--- config.mk ---
export PLATFORM = sky130hd
export DESIGN_NAME = dbus_bridge
export DESIGN_NICKNAME = d
export VERILOG_FILES = /design/src/rtl/dbus_bridge_pkg.sv /design/src/rtl/dbus_bridge_align.sv /design/src/rtl/dbus_bridge.sv
export SDC_FILE = /design/constraint.sdc
export NUM_CORES = 1
export LEC_CHECK = 0
export ABC_AREA = 0
export CELL_PAD_IN_SITES_DETAIL_PLACEMENT = 0
export CELL_PAD_IN_SITES_GLOBAL_PLACEMENT = 2
export CORE_MARGIN = 3
export CORE_UTILIZATION = 22
export DETAILED_ROUTE_END_ITERATION = 10
export PLACE_DENSITY_LB_ADDON = 0.1
export RECOVER_POWER = 100
export REMOVE_ABC_BUFFERS = 1
export SYNTH_ARGS = -nofsm -noshare
export SYNTH_HDL_FRONTEND = slang
export SYNTH_HIERARCHICAL = 1
export SYNTH_SLANG_ARGS = --single-unit
--- constraint.sdc ---
create_clock -name clk -period 4.4 [get_ports clk]
set_clock_uncertainty 0.1 [all_clocks]
set_input_delay 1.1 -clock clk [delete_from_list [all_inputs] [get_ports clk]]
set_output_delay 1.1 -clock clk [all_outputs]
set_load 0.01 [all_outputs]
--- src/rtl/dbus_bridge_pkg.sv ---
// Shared types for the M-stage data-bus bridge: access sizes, strobes and
// the request/response bundles seen on the data bus.
package dbus_bridge_pkg;

  localparam int DBUS_AW = 64;
  localparam int DBUS_DW = 64;
  localparam int DBUS_SW = DBUS_DW / 8;

  typedef enum logic [2:0] {
    MSIZE_B = 3'd0,
    MSIZE_H = 3'd1,
    MSIZE_W = 3'd2,
    MSIZE_D = 3'd3
  } msize_t;

  typedef logic [DBUS_SW-1:0] strobe_t;

  typedef struct packed {
    logic               valid;
    logic [DBUS_AW-1:0] addr;
    msize_t             size;
    strobe_t            strobe;
    logic [DBUS_DW-1:0] data;
  } dbus_req_t;

  typedef struct packed {
    logic               addr_ok;
    logic               data_ok;
    logic [DBUS_DW-1:0] data;
  } dbus_resp_t;

  // Bit offset of the byte lane selected by the low address bits.
  function automatic logic [5:0] lane_shift(input logic [2:0] addr_lo);
    return {addr_lo, 3'b000};
  endfunction

endpackage

--- src/rtl/dbus_bridge_align.sv ---
// Byte-lane steering: store strobes and data shift, load shift and
// sign/zero extension. Purely combinational.
module dbus_bridge_align
  import dbus_bridge_pkg::*;
#(
  parameter int DW = 64
) (
  input  logic [2:0]    addr_lo,
  input  msize_t        size,
  input  logic          is_unsigned,
  input  logic [DW-1:0] wdata,
  input  logic [DW-1:0] raw_rdata,
  output strobe_t       strobe,
  output logic [DW-1:0] wdata_lane,
  output logic [DW-1:0] rdata_ext
);

  logic [DW-1:0] shifted;

  // NOTE: every output gets a default before the case so no path leaves it
  // unassigned; otherwise synthesis would infer a latch.
  always_comb begin
    shifted    = raw_rdata >> lane_shift(addr_lo);
    strobe     = '1;
    wdata_lane = wdata;
    rdata_ext  = raw_rdata;
    case (size)
      MSIZE_B: begin
        strobe     = strobe_t'(8'h01) << addr_lo;
        wdata_lane = wdata << lane_shift(addr_lo);
        rdata_ext  = is_unsigned ? DW'(shifted[7:0])
                                 : {{(DW-8){shifted[7]}}, shifted[7:0]};
      end
      MSIZE_H: begin
        strobe     = strobe_t'(8'h03) << addr_lo;
        wdata_lane = wdata << lane_shift(addr_lo);
        rdata_ext  = is_unsigned ? DW'(shifted[15:0])
                                 : {{(DW-16){shifted[15]}}, shifted[15:0]};
      end
      MSIZE_W: begin
        strobe     = strobe_t'(8'h0F) << addr_lo;
        wdata_lane = wdata << lane_shift(addr_lo);
        rdata_ext  = is_unsigned ? DW'(shifted[31:0])
                                 : {{(DW-32){shifted[31]}}, shifted[31:0]};
      end
      default: ;  // dword: full strobe, data passes through unshifted
    endcase
  end

endmodule

--- src/rtl/dbus_bridge.sv ---
// M-stage load/store to two-phase data-bus bridge. Holds the pipeline via
// d_wait until the bus has accepted the address and returned data/ack.
module dbus_bridge
  import dbus_bridge_pkg::*;
#(
  parameter int AW = 64,
  parameter int DW = 64
) (
  input  logic          clk,
  input  logic          reset,
  input  logic          req_valid,
  input  logic          req_write,
  input  logic [AW-1:0] req_addr,
  input  logic [2:0]    req_size,
  input  logic          req_unsigned,
  input  logic [DW-1:0] req_wdata,
  output logic          d_wait,
  output logic [DW-1:0] rdata,
  output logic          dreq_valid,
  output logic [AW-1:0] dreq_addr,
  output logic [2:0]    dreq_size,
  output logic [7:0]    dreq_strobe,
  output logic [DW-1:0] dreq_data,
  input  logic          dresp_addr_ok,
  input  logic          dresp_data_ok,
  input  logic [DW-1:0] dresp_data
);

  typedef enum logic [1:0] {
    S_IDLE,
    S_ADDR,
    S_DATA,
    S_DONE
  } state_e;

  state_e        state_q, state_d;
  logic [DW-1:0] rdata_q, rdata_d;
  logic          issuing;
  logic          capture;
  strobe_t       strobe_al;
  logic [DW-1:0] wdata_al;
  logic [DW-1:0] rdata_al;

  dbus_bridge_align #(.DW(DW)) u_align (
    .addr_lo     (req_addr[2:0]),
    .size        (msize_t'(req_size)),
    .is_unsigned (req_unsigned),
    .wdata       (req_wdata),
    .raw_rdata   (dresp_data),
    .strobe      (strobe_al),
    .wdata_lane  (wdata_al),
    .rdata_ext   (rdata_al)
  );

  // A new request is presented in IDLE the same cycle req_valid rises, so a
  // bus that accepts and answers at once gives a two-cycle M stage.
  always_comb begin
    state_d = state_q;
    rdata_d = rdata_q;
    issuing = (state_q == S_IDLE && req_valid) || (state_q == S_ADDR);
    unique case (state_q)
      S_IDLE, S_ADDR: begin
        if (issuing) begin
          if (dresp_addr_ok) state_d = dresp_data_ok ? S_DONE : S_DATA;
          else               state_d = S_ADDR;
        end
      end
      S_DATA:  if (dresp_data_ok) state_d = S_DONE;
      S_DONE:  state_d = S_IDLE;
      default: state_d = S_IDLE;
    endcase
    // data_ok before an address handshake is ignored unless both arrive together.
    capture = ((issuing && dresp_addr_ok) || state_q == S_DATA)
              && dresp_data_ok && !req_write;
    if (capture) rdata_d = rdata_al;
  end

  // NOTE: sequential state uses non-blocking assignments so every flop
  // samples its pre-edge inputs regardless of statement order.
  always_ff @(posedge clk or posedge reset) begin
    if (reset) begin
      state_q <= S_IDLE;
      rdata_q <= '0;
    end else begin
      state_q <= state_d;
      rdata_q <= rdata_d;
    end
  end

  // The request is built combinationally from the stalled M-stage fields;
  // reset forces it quiet without waiting for a clock edge.
  assign dreq_valid  = issuing && !reset;
  assign dreq_addr   = req_addr;
  assign dreq_size   = req_size;
  assign dreq_strobe = (dreq_valid && req_write) ? strobe_al : '0;
  assign dreq_data   = (dreq_valid && req_write) ? wdata_al  : '0;

  assign d_wait = req_valid && (state_q != S_DONE);
  assign rdata  = rdata_q;

endmodule

---- After elaboration in Yosys (flattened, before gate mapping) ----
Cells that the tools add are included.
word-level totals
  logic and storage cells ................. 44
  output and inout bits ................... 205
  bits of input ports ..................... 202
  bits in registers ....................... 66
cells by class
  reduce and logical (&&, ||, !) cells .... 16
  shift operators ......................... 5
  mux-type cells .......................... 13
  equal/unequal tests ..................... 8
operators by type and width
  kind                                             number
  2-to-1 mux 64 bit                                5
  one-hot mux 64 bit (3 select lines)              1
  left shift 64 x 6 -> 64 bit                      1
  >> shifter 64 x 6 -> 32 bit                      1
  one-hot mux 8 bit (3 select lines)               1
  2-to-1 mux 8 bit                                 1
  left shift 1 x 3 -> 8 bit, first input constant  1
  left shift 2 x 3 -> 8 bit, first input constant  1
  left shift 4 x 3 -> 8 bit, first input constant  1
  logical AND 1 bit                                7
  2-to-1 mux 2 bit                                 3
  != test 2 bit, second input constant             3
  one-hot mux 2 bit (3 select lines)               1
  == test 2 bit, second input constant             2
  == test 3 x 1 -> 1 bit, second input constant    1
  == test 3 x 2 -> 1 bit, second input constant    1
  logical NOT 3 bit                                1
  OR reduction 3 bit                               1
  == test 2 x 1 -> 1 bit, second input constant    1
  logical NOT 1 bit                                2
  logical NOT 2 bit                                1
  logical OR 1 bit                                 2
  AND reduction 2 bit                              1
  OR reduction 2 bit                               1
  2-to-1 mux 1 bit                                 1

---- Logic depth before layout (Yosys ltp) ----
Gate-level depths: netlist (run 1).
  depth in word-level cells ............... 7
  mapped depth ............................ 10
  gate-level depth less buffers ........... 6

---- Modules after synthesis ----
Netlist (run 1), hierarchy kept.
by module, submodules not included
  module             cells an instance  sequential area each (um2)  times used  area an instance (um2)
  dbus_bridge_align  655                0.0                         1           4,161.5
  dbus_bridge        297                1,651.6                     1           3,821.2

---- Least setup slack after synthesis (run 1) ----
No wires, ideal clock.
  path kind ............................... input to output
  start point ............................. input port req_addr[0]
  end point ............................... output port dreq_data[41]
  cell stages on the path ................. 8
  arrival ................................. 2.621 ns
  required time ........................... 3.200 ns
  path slack .............................. 0.579 ns
  path buffers ............................ 4
  cells stage by stage .................... buf_6 buf_6 buf_2 buf_2 mux2i_1 o32ai_1 mux2_2 and2_1
between the ends
  word-level cells in the longest chain between the ends .. 3
RTL lines
  what                         RTL line                                                                   text
  start, declared              dbus_bridge.sv:13                                                          input logic [AW-1:0] req_addr,
  left shift 64 x 6 -> 64 bit  dbus_bridge_align.sv:30, dbus_bridge_align.sv:36, dbus_bridge_align.sv:42
  2-to-1 mux 64 bit            --
  named net wdata_al[41]       dbus_bridge.sv:41                                                          logic [DW-1:0] wdata_al;
  2-to-1 mux 64 bit            dbus_bridge.sv:96                                                          assign dreq_data = (dreq_valid && req_write) ? wdata_al : '0;
  end, declared                dbus_bridge.sv:23                                                          output logic [DW-1:0] dreq_data,
The timed path passes the listed nets, and every way through them passes these cells.

---- Worst setup path in the final report (run 1) ----
  start point ............................. input port req_size[0]
  end point ............................... output port dreq_data[13]
between the ends
  word-level cells in the longest chain between the ends .. 4
RTL lines
  what                                            RTL line                 text
  start, declared                                 dbus_bridge.sv:14        input logic [2:0] req_size,
  == test 3 x 1 -> 1 bit (tied with other cells)  dbus_bridge_align.sv:27  case (size)
  OR reduction 3 bit (no line) (*)                --
  2-to-1 mux 64 bit (*)                           --
  named net wdata_al[13]                          dbus_bridge.sv:41
  2-to-1 mux 64 bit (*)                           dbus_bridge.sv:96
Mark *: on every way through the listed nets, which the timed path passes. The rest lies on a longest branch.

==> impl_metrics.csv, run 1 <==
group,metric,value,unit
run_status,status,"finished, final reports clean",
synthesis,synth_top_area_frac,0.207,
place,pre_cts_slack,0.00304,ns
cells_and_area,final_common_cell,"clkdlybuf4s50_1",
timing,final_hold_viol_count,0,
synthesis,synth_fa_ha_area_frac,0,
clocking,cts_tree,"done",
worst_setup_path,worst-path-max-fanout,8,
worst_setup_path,cp_top_family,"buffers and inverters",
timing,slew_viol_final,0,
synthesis,synth-seq-cells,66,
power_and_ir_drop,total_power,3.80,mW
worst_setup_path,end_kind,"output port",
worst_hold_path,worstHoldEndpoint,"rdata[61]$_DFFE_PP0P_",
drt,drtPass1Iterations,6,
synthesis,synth-simple-area-share,0.164,
place,dp.cells,1604,
floorplan,rows,69,
floorplan,dieArea,38600,um^2
worst_hold_path,min_path_cells,1,
synthesis,synthArstFlopShare,1.00,
power_and_ir_drop,p_leak,4.85,nW
timing,post-route-min-period,4.34,ns
synthesis,avgSynthCellArea,8.39,um^2
synthesis,synth_edf_count,0,
worst_setup_path,crit_type,"input port to output port",
cells_and_area,mostFrequentLayoutCells,"clkdlybuf4s50_1, nand2_1, and2_1, mux2i_1, dlygate4sd3_1",
worst_setup_path,startpoint_type,"input port",
drt,antenna_left,0,
drt,wl,41.1,mm
synthesis,netlist_top_cells_area,"dfrtp_1, mux2_4, mux2i_1",
clocking,htree_levels,3,
grt,grt_max_degree,73,
timing,grt_setup_unrepaired,"yes",
timing,finalHoldWorstSlack,0.384,ns
synthesis,postSynthCellCount,952,
drt,drt_iter0_markers,380,
timing,tightestPinTransition,1.44,ns
grt,grt_pass1_vias,8404,
grt,antenna_found_initial,0,
synthesis,yosysWarnings,6,
clocking,cts.sinks,66,
synthesis,yosysSeqAreaShare,0.207,
power_and_ir_drop,p_per_area,340,nW/um^2
timing,relSlewSlack,0.0381,
synthesis,muxShareOfSynthArea,0.259,
timing,fmax,0.230,GHz
synthesis,syn_area,7980,um^2
clocking,clkTransAtPathRegs,0.05,ns
synthesis,ys.flop_type,"dfrtp_1",
cells_and_area,drive_gt1_frac,0.126,
worst_setup_path,slowest_stage,"clkdlybuf4s50_1",
grt,groute.usage.overall,0.208,
synthesis,synth_cell_types,52,
run,drv_cap,0,
worst_setup_path,critPathBufInv,4,
place,place.gp.congestion,0.776,
worst_setup_path,critical_path.max_stage_delay,0.53,ns
worst_setup_path,arrival,3.14,ns
power_and_ir_drop,ir_worst_vdd,0.000184,V
clocking,cts_made_buffers,9,
worst_setup_path,r2r-end,"rdata[20]$_DFFE_PP0P_",
worst_hold_path,worstHoldStart,"rdata[61]$_DFFE_PP0P_",
worst_setup_path,ff2ff_setup_slack,2.34,ns
floorplan,die_w,196,um
floorplan,core_area,35700,um^2
worst_setup_path,worstPathRequired,3.20,ns
grt,grt.overflow.total,0,
synthesis,synth-xor-area-share,0.00110,
worst_setup_path,cp_cell_sequence,"clkdlybuf4s50_1, buf_4, a21o_4, clkbuf_2, o31ai_1, and2_1, clkdlybuf4s50_1",
worst_hold_path,holdCritPathClass,"register to register",
floorplan,start_util,0.224,
synthesis,synth_compound_area_frac,0.237,
worst_setup_path,ff2ff_path_depth,4,
worst_setup_path,rr_startpoint,"state_q[1]$_DFFE_PP0P_",
drt,drc,0,
cells_and_area,nets,1363,
place,portBuffers,284,
cells_and_area,syn_to_final_growth,40.0,%
timing,setup_violations,0,
place,detailed_place_hpwl,30.7,mm
synthesis,synth_top_cell_by_area,"dfrtp_1",
clocking,cts_max_path_buffers,2,
cells_and_area,final_cells,1627,
timing,finalCritPeriodShare,0.987,
drt,num_vias,8071,
clocking,clkLatencyLatePin,0.35,ns
synthesis,synth_top_family_by_area,"multiplexers",
cells_and_area,finish.utilization,0.313,
floorplan,ios,407,
drt,wire_per_inst,25.2,um
floorplan,fp.dieH,196,um
worst_setup_path,cp_common_cell,"clkdlybuf4s50_1",
grt,grt_pass1_wl,60.2,mm
drt,viasPerCell,4.96,
timing,layout_setup_ws,0.0551,ns
clocking,cts-root-buf,"clkbuf_16",
## sequential cells by signal, summed over array words and instances (netlist names)
signal and cells:
rdata 64, state_q 2
## cell families (layout without fill, tap and decap cells)
family	Yosys count	in the layout
other	0	1
muxes	168	168
DFF	66	66
AOI/OAI and AO/OA	284	284
and+or+nand+nor	269	269
buffers and inverters	164	377
xor gates and xnor gates	1	1
## worst max path at each step
stage                      startpoint        endpoint  slack, ns  cells after the start
after global routing        req_valid  dreq_strobe[4]      -0.04                      6
after detailed placement  req_size[0]   dreq_data[56]      0.003                      7
after global placement    req_size[0]   dreq_data[48]       0.03                      7
after CTS                 req_size[0]   dreq_data[10]      0.003                      7
final                     req_size[0]   dreq_data[13]       0.06                      7
after floorplan           req_size[0]   dreq_data[11]      -2.40                      4
## timing repair
item / CTS / global route
pin swaps: 0 / 3
setup buffers: 0 / 7
hold buffers: 0 / 0
resized for setup: 1 / 20
setup endpoints to repair: 1 / 37
## report_power, final
group	switching, mW	internal, mW
clock network	0.289	0.409
registers	0.174	0.916
logic	0.915	1.09
total	1.38	2.42
## through the flow
step / instance area, um^2 / TNS [ns]
floorplan: 6960 / -120.52
global placement: 11000 / 0
detailed placement: 11000 / 0
CTS: 11300 / 0
global route: 11200 / -0.249
finish: 11200 / 0
## synthesized netlist by cell type, types with 9 or more instances
cell,count
a22o_1,15
buf_1,9
dfrtp_1,66
o21ai_0,55
clkbuf_1,50
nand2b_1,9
o221ai_1,20
buf_2,14
a211oi_1,16
mux2_2,29
mux2_4,60
and2_1,80
a31oi_1,10
a21oi_1,54
a21o_1,37
nand2_1,87
o22ai_1,26
mux2i_1,75
buf_4,71
nor2_1,69
a22oi_1,18
## layer usage
metal  GRT usage  routed length (um)  vias up
li1            -                   -     3787
met1       0.282               18700     3928
met2       0.309               17600      330
met3      0.0903                4260       20
met4      0.0312                 298        6
met5      0.0395                 207        -
## layout make-up
cell class	instances	area, um^2
Antenna cell	1	2.50
Clock buffer	13	260
Clock inverter	2	12.5
Fill cell	3895	24500
Inverter	7	26.3
Multi-Input combinational cell	722	5150
Sequential cell	66	1650
Tap cell	461	577
Timing Repair Buffer	355	3500
Power figures use the tool's default switching activity.
==> inputs of run 2 (changes only) <==
Clock period 4.4 ns to 4.86 ns, I/O delays scaled along.
==> impl_metrics.csv, run 2 (same netlist as run 1, synthesis figures left out) <==
group,metric,value,unit
cells_and_area,final_common_cell,"clkdlybuf4s50_1",
floorplan,ios,407,
drt,wire_per_inst,25.2,um
timing,finalCritPeriodShare,0.966,
worst_setup_path,startpoint_type,"input port",
place,detailed_place_hpwl,30.9,mm
grt,grt_pass1_wl,58.7,mm
drt,wl,40.7,mm
cells_and_area,drive_gt1_frac,0.109,
worst_setup_path,cp_cell_sequence,"clkdlybuf4s50_1, a21oi_2, nand2_1, buf_4, o221ai_1, and2_1, dlygate4sd3_1",
clocking,cts_made_buffers,9,
worst_hold_path,holdCritPathClass,"register to register",
timing,setup_violations,0,
floorplan,die_w,196,um
timing,grt_setup_unrepaired,"no",
grt,antenna_found_initial,1,
cells_and_area,largest_register_ffs,64,
worst_setup_path,arrival,3.38,ns
grt,grt_pass1_vias,8173,
floorplan,dieArea,38600,um^2
drt,viasPerCell,4.96,
place,portBuffers,284,
cells_and_area,syn_to_final_growth,37.5,%
floorplan,start_util,0.224,
worst_setup_path,worstPathRequired,3.54,ns
place,pre_cts_slack,0.174,ns
floorplan,rows,69,
clocking,cts-root-buf,"clkbuf_16",
power_and_ir_drop,ir_worst_vdd,0.000183,V
timing,final_hold_viol_count,0,
clocking,cts.sinks,66,
timing,fmax,0.213,GHz
cells_and_area,nets,1352,
timing,relSlewSlack,0.130,
cells_and_area,design_area,11000,um^2
timing,slew_viol_final,0,
timing,post-route-min-period,4.69,ns
timing,layout_setup_ws,0.166,ns
clocking,cts_hold_buffers,0,
clocking,cts_max_path_buffers,2,
floorplan,fp.dieH,196,um
timing,tightestPinTransition,1.31,ns
clocking,cts_tree,"done",
clocking,cts_setup_buffers,0,
cells_and_area,finish.utilization,0.308,
drt,antenna_left,0,
power_and_ir_drop,p_leak,4.79,nW
worst_setup_path,critPathBufInv,3,
power_and_ir_drop,p_per_area,307,nW/um^2
worst_setup_path,cp_top_family,"buffers and inverters",
run_status,status,"finished, final reports clean",
run,drv_cap,0,
worst_setup_path,crit_type,"input port to output port",
grt,grt.overflow.total,0,
place,place.gp.congestion,0.775,
worst_setup_path,end_kind,"output port",
worst_setup_path,critical_path.max_stage_delay,0.66,ns
clocking,cts.repair.resized,0,
drt,drtPass1Iterations,4,
clocking,clkTransAtPathRegs,0.06,ns
worst_setup_path,slowest_stage,"dlygate4sd3_1",
drt,drt_iter0_markers,360,
cells_and_area,mostFrequentLayoutCells,"clkdlybuf4s50_1, dlygate4sd3_1, nand2_1, mux2i_1, and2_1",
place,placed_cell_area,10900,um^2
clocking,htree_levels,3,
clocking,clkLatencyLatePin,0.35,ns
floorplan,core_area,35700,um^2
grt,groute.usage.overall,0.204,
drt,num_vias,8010,
worst_setup_path,worst-path-max-fanout,16,
grt,grt_max_degree,73,
drt,drc,0,
timing,fin_tns_setup,0,ns
run 2: cell count changes in the layout (fill, tap and decap cells not counted), moves of 4 or more:
cell             previous run  this run
dlygate4sd3_1              70       105
o21ai_1                     5         0
dlymetal6s2s_1              4         0
buf_4                      52        45
o21ai_0                    49        54
buf_12                     11         7
and2_0                      2         6
mux2_1                     49        57
and2_1                     78        74
mux2_4                     14         5
clkdlybuf4s50_1           201       176
run 2: layer usage:
metal  wire [um]  share of wire  track usage  vias up
met5          97         0.0024       0.0346        -
li1            -              -            -     3765
met3        4480           0.11       0.0949       17
met4         248         0.0061       0.0317        4
met1       18400           0.45        0.272     3891
met2       17500           0.43        0.303      333
run 2: per-stage QoR:
stage | instances | power [mW] | hold slack [ns]
2_1_floorplan | 795 | 2.00 | 0.420
3_3_place_gp | 1600 | 3.14 | 0.391
3_5_place_dp | 1600 | 3.13 | 0.391
4_1_cts | 1615 | 3.80 | 0.406
5_1_grt | 1616 | 3.61 | 0.402
6_report | 1616 | 3.37 | 0.383
run 2: final timing paths:
check | start | depth (start not counted) | endpoint | slack, ns
worst max-delay path | req_size[0] | 7 | dreq_data[52] | 0.17
worst min-delay path | rdata[52]$_DFFE_PP0P_ | 1 | rdata[52]$_DFFE_PP0P_ | 0.38
worst max register to register | state_q[1]$_DFFE_PP0P_ | 4 | rdata[60]$_DFFE_PP0P_ | 2.57
worst min register to register | rdata[52]$_DFFE_PP0P_ | 1 | rdata[52]$_DFFE_PP0P_ | 0.38
max in group asynchronous | reset | 3 | rdata[17]$_DFFE_PP0P_ | 1.41
min in group asynchronous | reset | 2 | rdata[38]$_DFFE_PP0P_ | 1.66
run 2: layout make-up:
cell class | instances | area, um^2
antenna | 1 | 2.50
clock buffer | 12 | 256
clock inverter | 3 | 15.0
fill | 3860 | 24700
inverter | 7 | 26.3
multi-input combinational | 722 | 5100
sequential | 66 | 1650
tap | 461 | 577
timing repair buffer | 344 | 3350
run 2: power by group:
group	leakage, nW	switching [mW]	internal, mW
clock	0.138	0.259	0.368
combinational	3.85	0.818	0.940
sequential	0.802	0.159	0.829
